==> src/rtl/wbm_burst_initiator_if.sv <==
// Bundle of the command, write-data, read-data, Wishbone master and status
// signals of the burst initiator. The master modport is the initiator's view;
// the slave modport is the view of whatever drives commands and answers the bus.
interface wbm_burst_initiator_if #(
  parameter int LEN_W = 4
);
  logic             cmd_valid;
  logic             cmd_ready;
  logic             cmd_we;
  logic [31:0]      cmd_adr;
  logic [LEN_W-1:0] cmd_len;

  logic             wd_valid;
  logic             wd_ready;
  logic [31:0]      wd_data;

  logic             rd_valid;
  logic             rd_ready;
  logic [31:0]      rd_data;

  logic             wbm_cyc_o;
  logic             wbm_stb_o;
  logic             wbm_we_o;
  logic [3:0]       wbm_sel_o;
  logic [31:0]      wbm_adr_o;
  logic [31:0]      wbm_dat_o;
  logic             wbm_ack_i;
  logic [31:0]      wbm_dat_i;

  logic             busy;
  logic             done;
  logic             err;

  modport master (
    input  cmd_valid, cmd_we, cmd_adr, cmd_len,
    output cmd_ready,
    input  wd_valid, wd_data,
    output wd_ready,
    output rd_valid, rd_data,
    input  rd_ready,
    output wbm_cyc_o, wbm_stb_o, wbm_we_o, wbm_sel_o, wbm_adr_o, wbm_dat_o,
    input  wbm_ack_i, wbm_dat_i,
    output busy, done, err
  );

  modport slave (
    output cmd_valid, cmd_we, cmd_adr, cmd_len,
    input  cmd_ready,
    output wd_valid, wd_data,
    input  wd_ready,
    input  rd_valid, rd_data,
    output rd_ready,
    input  wbm_cyc_o, wbm_stb_o, wbm_we_o, wbm_sel_o, wbm_adr_o, wbm_dat_o,
    output wbm_ack_i, wbm_dat_i,
    input  busy, done, err
  );
endinterface

==> src/rtl/wbm_burst_initiator.sv <==
// Wishbone classic initiator. Each accepted command becomes cmd_len+1
// single-word transfers at consecutive word addresses, all inside one bus
// cycle (cyc held). Write words are pulled from the wd stream one per beat;
// read words are pushed onto the rd stream and must be popped before the next
// beat is issued. A beat that waits TIMEOUT_CYC+1 strobe cycles without ack
// aborts the burst and reports err with done.
//
// state | meaning
// IDLE  | no burst; cmd_ready high, waiting for a command
// WDATA | inside the bus cycle, waiting for the next write word (stb low)
// REQ   | stb high, waiting for ack or timeout
// RESP  | read word held on rd stream until popped (stb low, cyc high)
// FIN   | cyc low, one-cycle done pulse, err shows the outcome
module wbm_burst_initiator #(
  parameter int LEN_W       = 4,
  parameter int TIMEOUT_CYC = 255
) (
  input  logic                  wb_clk_i,
  input  logic                  wb_rst_i,
  wbm_burst_initiator_if.master bus
);

  localparam int TMO_W = (TIMEOUT_CYC < 2) ? 1 : $clog2(TIMEOUT_CYC + 1);
  localparam logic [TMO_W-1:0] TMO_LAST = TMO_W'(TIMEOUT_CYC);

  typedef enum logic [2:0] {
    S_IDLE,
    S_WDATA,
    S_REQ,
    S_RESP,
    S_FIN
  } state_t;

  state_t           r_state;
  state_t           w_state_nxt;

  logic             r_we;
  logic [31:0]      r_adr;
  logic [LEN_W-1:0] r_len;
  logic [LEN_W-1:0] r_beat;
  logic [TMO_W-1:0] r_tmo;
  logic [31:0]      r_dat_o;
  logic [31:0]      r_rd_data;
  logic             r_rd_valid;
  logic             r_err;

  logic             w_last;
  logic             w_accept;
  logic             w_wd_take;
  logic             w_rd_capture;
  logic             w_pop;
  logic             w_step;
  logic             w_abort;
  logic             w_cyc;

  assign w_last = (r_beat == r_len);
  assign w_cyc  = (r_state == S_WDATA) || (r_state == S_REQ) || (r_state == S_RESP);

  // State register; a synchronous reset abandons any burst without a done pulse.
  always_ff @(posedge wb_clk_i) begin
    if (wb_rst_i) begin
      r_state <= S_IDLE;
    end else begin
      r_state <= w_state_nxt;
    end
  end

  // Next-state decode and the single-cycle datapath strobes that go with it.
  always_comb begin
    w_state_nxt  = r_state;
    w_accept     = 1'b0;
    w_wd_take    = 1'b0;
    w_rd_capture = 1'b0;
    w_pop        = 1'b0;
    w_step       = 1'b0;
    w_abort      = 1'b0;
    case (r_state)
      S_IDLE: begin
        if (bus.cmd_valid) begin
          w_accept    = 1'b1;
          w_state_nxt = bus.cmd_we ? S_WDATA : S_REQ;
        end
      end
      S_WDATA: begin
        if (bus.wd_valid) begin
          w_wd_take   = 1'b1;
          w_state_nxt = S_REQ;
        end
      end
      S_REQ: begin
        // ack takes priority over a timeout landing on the same cycle
        if (bus.wbm_ack_i) begin
          if (!r_we) begin
            w_rd_capture = 1'b1;
            w_state_nxt  = S_RESP;
          end else if (w_last) begin
            w_state_nxt = S_FIN;
          end else begin
            w_step      = 1'b1;
            w_state_nxt = S_WDATA;
          end
        end else if (r_tmo == TMO_LAST) begin
          w_abort     = 1'b1;
          w_state_nxt = S_FIN;
        end
      end
      S_RESP: begin
        if (bus.rd_ready) begin
          w_pop = 1'b1;
          if (w_last) begin
            w_state_nxt = S_FIN;
          end else begin
            w_step      = 1'b1;
            w_state_nxt = S_REQ;
          end
        end
      end
      S_FIN: begin
        w_state_nxt = S_IDLE;
      end
      default: begin
        w_state_nxt = S_IDLE;
      end
    endcase
  end

  // Burst context: direction, word address, beat count, outgoing word, error flag.
  always_ff @(posedge wb_clk_i) begin
    if (wb_rst_i) begin
      r_we    <= 1'b0;
      r_adr   <= 32'd0;
      r_len   <= '0;
      r_beat  <= '0;
      r_dat_o <= 32'd0;
      r_err   <= 1'b0;
    end else begin
      if (w_accept) begin
        r_we   <= bus.cmd_we;
        r_adr  <= bus.cmd_adr & ~32'd3;
        r_len  <= bus.cmd_len;
        r_beat <= '0;
        r_err  <= 1'b0;
      end
      if (w_wd_take) begin
        r_dat_o <= bus.wd_data;
      end
      // address wraps modulo 2^32 by plain overflow
      if (w_step) begin
        r_adr  <= r_adr + 32'd4;
        r_beat <= r_beat + LEN_W'(1);
      end
      if (w_abort) begin
        r_err <= 1'b1;
      end
    end
  end

  // Read-data holding register; stays put until the consumer pops it.
  always_ff @(posedge wb_clk_i) begin
    if (wb_rst_i) begin
      r_rd_data  <= 32'd0;
      r_rd_valid <= 1'b0;
    end else begin
      if (w_rd_capture) begin
        r_rd_data  <= bus.wbm_dat_i;
        r_rd_valid <= 1'b1;
      end else if (w_pop) begin
        r_rd_valid <= 1'b0;
      end
    end
  end

  // Ack-wait timer: held at zero outside REQ so every strobe starts from zero.
  always_ff @(posedge wb_clk_i) begin
    if (wb_rst_i) begin
      r_tmo <= '0;
    end else if (r_state != S_REQ) begin
      r_tmo <= '0;
    end else begin
      r_tmo <= r_tmo + TMO_W'(1);
    end
  end

  assign bus.cmd_ready = (r_state == S_IDLE);
  assign bus.wd_ready  = (r_state == S_WDATA);
  assign bus.rd_valid  = r_rd_valid;
  assign bus.rd_data   = r_rd_data;
  assign bus.wbm_cyc_o = w_cyc;
  assign bus.wbm_stb_o = (r_state == S_REQ);
  assign bus.wbm_we_o  = w_cyc & r_we;
  assign bus.wbm_sel_o = 4'hF;
  assign bus.wbm_adr_o = r_adr;
  assign bus.wbm_dat_o = r_dat_o;
  assign bus.busy      = (r_state != S_IDLE);
  assign bus.done      = (r_state == S_FIN);
  assign bus.err       = r_err;

endmodule

==> src/flat_wrapper.sv <==
// flat-port wrapper written by rule: the top's interface ports become plain ports
module wbm_burst_initiator_flat 
#(
  parameter int LEN_W       = 4,
  parameter int TIMEOUT_CYC = 255
)
  (wb_clk_i, wb_rst_i, bus_cmd_valid, bus_cmd_we, bus_cmd_adr, bus_cmd_len, bus_cmd_ready, bus_wd_valid, bus_wd_data, bus_wd_ready, bus_rd_valid, bus_rd_data, bus_rd_ready, bus_wbm_cyc_o, bus_wbm_stb_o, bus_wbm_we_o, bus_wbm_sel_o, bus_wbm_adr_o, bus_wbm_dat_o, bus_wbm_ack_i, bus_wbm_dat_i, bus_busy, bus_done, bus_err);
  wbm_burst_initiator_if #(.LEN_W(LEN_W)) bus_i ();
  input  logic wb_clk_i;
  input  logic wb_rst_i;
  input wire logic [$bits(bus_i.cmd_valid)-1:0] bus_cmd_valid;
  input wire logic [$bits(bus_i.cmd_we)-1:0] bus_cmd_we;
  input wire logic [$bits(bus_i.cmd_adr)-1:0] bus_cmd_adr;
  input wire logic [$bits(bus_i.cmd_len)-1:0] bus_cmd_len;
  output wire logic [$bits(bus_i.cmd_ready)-1:0] bus_cmd_ready;
  input wire logic [$bits(bus_i.wd_valid)-1:0] bus_wd_valid;
  input wire logic [$bits(bus_i.wd_data)-1:0] bus_wd_data;
  output wire logic [$bits(bus_i.wd_ready)-1:0] bus_wd_ready;
  output wire logic [$bits(bus_i.rd_valid)-1:0] bus_rd_valid;
  output wire logic [$bits(bus_i.rd_data)-1:0] bus_rd_data;
  input wire logic [$bits(bus_i.rd_ready)-1:0] bus_rd_ready;
  output wire logic [$bits(bus_i.wbm_cyc_o)-1:0] bus_wbm_cyc_o;
  output wire logic [$bits(bus_i.wbm_stb_o)-1:0] bus_wbm_stb_o;
  output wire logic [$bits(bus_i.wbm_we_o)-1:0] bus_wbm_we_o;
  output wire logic [$bits(bus_i.wbm_sel_o)-1:0] bus_wbm_sel_o;
  output wire logic [$bits(bus_i.wbm_adr_o)-1:0] bus_wbm_adr_o;
  output wire logic [$bits(bus_i.wbm_dat_o)-1:0] bus_wbm_dat_o;
  input wire logic [$bits(bus_i.wbm_ack_i)-1:0] bus_wbm_ack_i;
  input wire logic [$bits(bus_i.wbm_dat_i)-1:0] bus_wbm_dat_i;
  output wire logic [$bits(bus_i.busy)-1:0] bus_busy;
  output wire logic [$bits(bus_i.done)-1:0] bus_done;
  output wire logic [$bits(bus_i.err)-1:0] bus_err;
  assign bus_i.cmd_valid = bus_cmd_valid;
  assign bus_i.cmd_we = bus_cmd_we;
  assign bus_i.cmd_adr = bus_cmd_adr;
  assign bus_i.cmd_len = bus_cmd_len;
  assign bus_cmd_ready = bus_i.cmd_ready;
  assign bus_i.wd_valid = bus_wd_valid;
  assign bus_i.wd_data = bus_wd_data;
  assign bus_wd_ready = bus_i.wd_ready;
  assign bus_rd_valid = bus_i.rd_valid;
  assign bus_rd_data = bus_i.rd_data;
  assign bus_i.rd_ready = bus_rd_ready;
  assign bus_wbm_cyc_o = bus_i.wbm_cyc_o;
  assign bus_wbm_stb_o = bus_i.wbm_stb_o;
  assign bus_wbm_we_o = bus_i.wbm_we_o;
  assign bus_wbm_sel_o = bus_i.wbm_sel_o;
  assign bus_wbm_adr_o = bus_i.wbm_adr_o;
  assign bus_wbm_dat_o = bus_i.wbm_dat_o;
  assign bus_i.wbm_ack_i = bus_wbm_ack_i;
  assign bus_i.wbm_dat_i = bus_wbm_dat_i;
  assign bus_busy = bus_i.busy;
  assign bus_done = bus_i.done;
  assign bus_err = bus_i.err;
  wbm_burst_initiator #(.LEN_W(LEN_W), .TIMEOUT_CYC(TIMEOUT_CYC)) u_core (.wb_clk_i(wb_clk_i), .wb_rst_i(wb_rst_i), .bus(bus_i));
endmodule
==> config.mk <==
export PLATFORM = sky130hd
export DESIGN_NAME = wbm_burst_initiator_flat
export DESIGN_NICKNAME = d
export VERILOG_FILES = /design/src/rtl/wbm_burst_initiator_if.sv /design/src/rtl/wbm_burst_initiator.sv /design/src/flat_wrapper.sv
export SDC_FILE = /design/constraint.sdc
export NUM_CORES = 1
export LEC_CHECK = 0
export ABC_AREA = 1
export CORE_MARGIN = 4
export CORE_UTILIZATION = 29
export DETAILED_ROUTE_END_ITERATION = 8
export PLACE_DENSITY = 0.57
export SETUP_SLACK_MARGIN = 0.2
export SLEW_MARGIN = 20
export SYNTH_ARGS = -nofsm -noshare
export SYNTH_HDL_FRONTEND = slang
export SYNTH_SLANG_ARGS = --single-unit
==> constraint.sdc <==
create_clock -name wb_clk_i -period 4.9 [get_ports wb_clk_i]
set_clock_uncertainty 0.15 [all_clocks]
set_input_delay 1.47 -clock wb_clk_i [delete_from_list [all_inputs] [get_ports wb_clk_i]]
set_output_delay 1.47 -clock wb_clk_i [all_outputs]
set_load 0.03 [all_outputs]
==> reports/qor.txt <==
Fmax achieved - 0.269 GHz
Worst hold path depth - 1
IO Count - 216
GRT Max-Usage Layer - met2
Setup TNS - 0 ps
Mapped Cells - 855
Number of DRC markers in iteration 0 - 299
Clk sinks - 116
Vias in the first global route - 5,780
Clk slew on worst S/H paths - 60 ps
WS Path Type - reg -> out
Yosys warns - 0
Clk buf depth - 2
Die area - 0.0215 mm2
Worst Hold Class - reg -> reg
Placed insts - 1,266
Post-synth EDFFs - 0
Met2 global-route usage - 27.3%
Ys flop type - dfxtp_1
Seq pwr share - 30.5%
Leakage Power - 3.23 nW
Via Count - 5,953
H-tree Lvls - 4
Critical path data required time - 3280 ps
Ant. Diodes - 0
Min cycle time layout - 3720 ps
Slack of the critical path - 1180 ps
Root buf cell - clkbuf_16
CTS Hold Bufs - 0
Routed Antenna Nets - 0
Post-DP HPWL - 13,200 um
Setup bufs post-CTS - 0
Hold Slack - 303 ps
Worst slew margin - 49.9%
Placeable Area - 0.0188 mm2
Max-slew violations - 0
Fraction of layout instances using a drive strength above 1 - 5.17%
Initial core utilization - 29.6%
Period utilisation layout - 76.0%
Worst EP arrival - 2100 ps
Pin count of the biggest net entering global routing - 44
TritonCTS Buffers - 17
Layout area overhead - 51.0%
RSZ-0062 raised after global routing - false
Async S/R FF share, synth - 0%
Drt wl/cell - 14.2 um
Die Span Y - 147 um
Most frequent cells after synthesis - nand2_1, nor2_1, dfxtp_1
CP top delay family - buffers and inverters
Nets - 1,161
Synth Cell Area - 0.00556 mm2
CTS-repair resized insts - 0
CTS tree - yes
Yosys top cell area share - 41.7%
Worst setup EP type - primary output
# rows - 50
DRC viols - 0
Max-Cap Viols - 0
Switch Pwr - 1.70 mW
Final setup fails - 0
Worst path depth - 5
Worst skew pair latency - 410 ps
GR met3 Demand/Resource - 7.73%
Pint - 2.67 mW
Sequential share of the synthesized area - 41.7%
Peak VDD IR - 0.239 mV
Most frequent cell after synthesis - nand2_1
WP buf/inv - 2
Crit Path Max Fanout - 5
Status - finished clean
Cell taking the most area after synthesis - dfxtp_1
Setup WS pre-CTS - 1300 ps
Power share of the clock group - 30.5%
Worst-margin pin slew - 749 ps
Mean area per synthesized cell - 6.51 um2
Gr usage total - 16.8%
Yosys reg bits - 116
Leading post-synthesis cells by cell area - dfxtp_1, nand2_1, nor2_1
Comb pwr share - 38.9%
Met1 Use GR - 19.6%
Die X - 147 um
Crit path largest cell delay - 710 ps
Slowest stage cell, crit path - clkdlybuf4s50_1
Vias/cell - 4.59
Drt total wl - 18,400 um
Initial antenna violation count - 0
P per Cell Area - 520 mW/mm2
Finished Layout Cells - 1,298
GP Congestion - 0.850
Yosys cell types - 29
Critical-path cell list - nand2_2 > nor2_1 > inv_2 > a31oi_1 > clkdlybuf4s50_1
First-pass GRT wire length - 29,400 um
Final hold violations - 0
IO buf count - 207
GRT Residual Overflow - 0
Worst Setup Start Kind - flip-flop
DR pass1 iterations - 5
Switching Fraction - 38.8%
Reg2reg path depth - 8
## registers in the layout (all words and copies together) (netlist names)
name                  count
u_core.bus.wbm_adr_o     30
u_core.r_len              4
u_core.r_beat             4
u_core.bus.err            1
u_core.bus.rd_data       32
u_core.r_state            3
u_core.bus.rd_valid       1
u_core.bus.wbm_dat_o     32
u_core.r_tmo              8
u_core.r_we               1
## final cells by class
class                   instances  area, um2
clock buffers                  20        447
inverters                      65        244
multi-input cells             635       2780
flip-flops and latches        116       2320
well taps                     234        293
repair buffers                216       2140
clock inverters                12        179
fillers                      1978      10400
## final timing paths
path	start	end	slack (ps)
setup / recovery	u_core.r_state[0]	bus_wbm_we_o	1180
hold reg to reg	u_core.r_tmo[0]	u_core.r_tmo[0]	300
hold / removal	u_core.r_tmo[0]	u_core.r_tmo[0]	300
setup reg to reg	u_core.bus.wbm_adr_o[2]	u_core.bus.wbm_adr_o[18]	2470
## power groups by stage
stage / logic [mW] / clock network [mW] / registers, mW
6_report: 1.70 / 1.33 / 1.33
5_1_grt: 1.86 / 1.40 / 1.37
4_1_cts: 1.72 / 1.36 / 1.34
3_5_place_dp: 1.71 / 0 / 1.35
3_3_place_gp: 1.71 / 0 / 1.35
2_1_floorplan: 0.734 / 0 / 1.67
## cells in the final DEF (no fill, tap or decap), types with 4 or more instances in the layout
| master | Yosys | layout |
|---|---|---|
| bufinv_16 | 0 | 4 |
| a21oi_1 | 41 | 41 |
| xor2_1 | 9 | 9 |
| nand2_1 | 205 | 205 |
| nand3_1 | 44 | 44 |
| dfxtp_1 | 116 | 116 |
| conb_1 | 2 | 6 |
| buf_4 | 12 | 9 |
| clkdlybuf4s50_1 | 0 | 207 |
| o21ai_1 | 11 | 11 |
| clkinvlp_4 | 0 | 6 |
| nand4_1 | 5 | 5 |
| o21ai_0 | 92 | 92 |
| inv_2 | 7 | 8 |
| inv_1 | 58 | 57 |
| nor2_1 | 200 | 200 |
| clkbuf_16 | 0 | 17 |
## cell families after synthesis
family,share of synthesized area (%)
compound gates,13.2
xor+xnor,1.89
fa+ha+maj,0.675
buf+inv,8.64
flops,41.7
other cells,0.135
simple gates,33.7
## layer usage
| metal | wire (um) | vias up |
|---|---|---|
| li1 | - | 3085 |
| met1 | 7840 | 2624 |
| met2 | 8230 | 217 |
| met3 | 1970 | 27 |
| met4 | 331 | 0 |
| met5 | 0 | - |
## through the flow
step | utilization (%) | power (mW) | cell area (um2)
detailed placement | 41.4 | 3.07 | 7770
CTS | 44.8 | 4.42 | 8400
global route | 44.8 | 4.63 | 8400
finish | 44.8 | 4.37 | 8400
floorplan | - | 2.40 | 5580
global placement | 41.4 | 3.06 | 7770
Power figures use the tool's default switching activity.
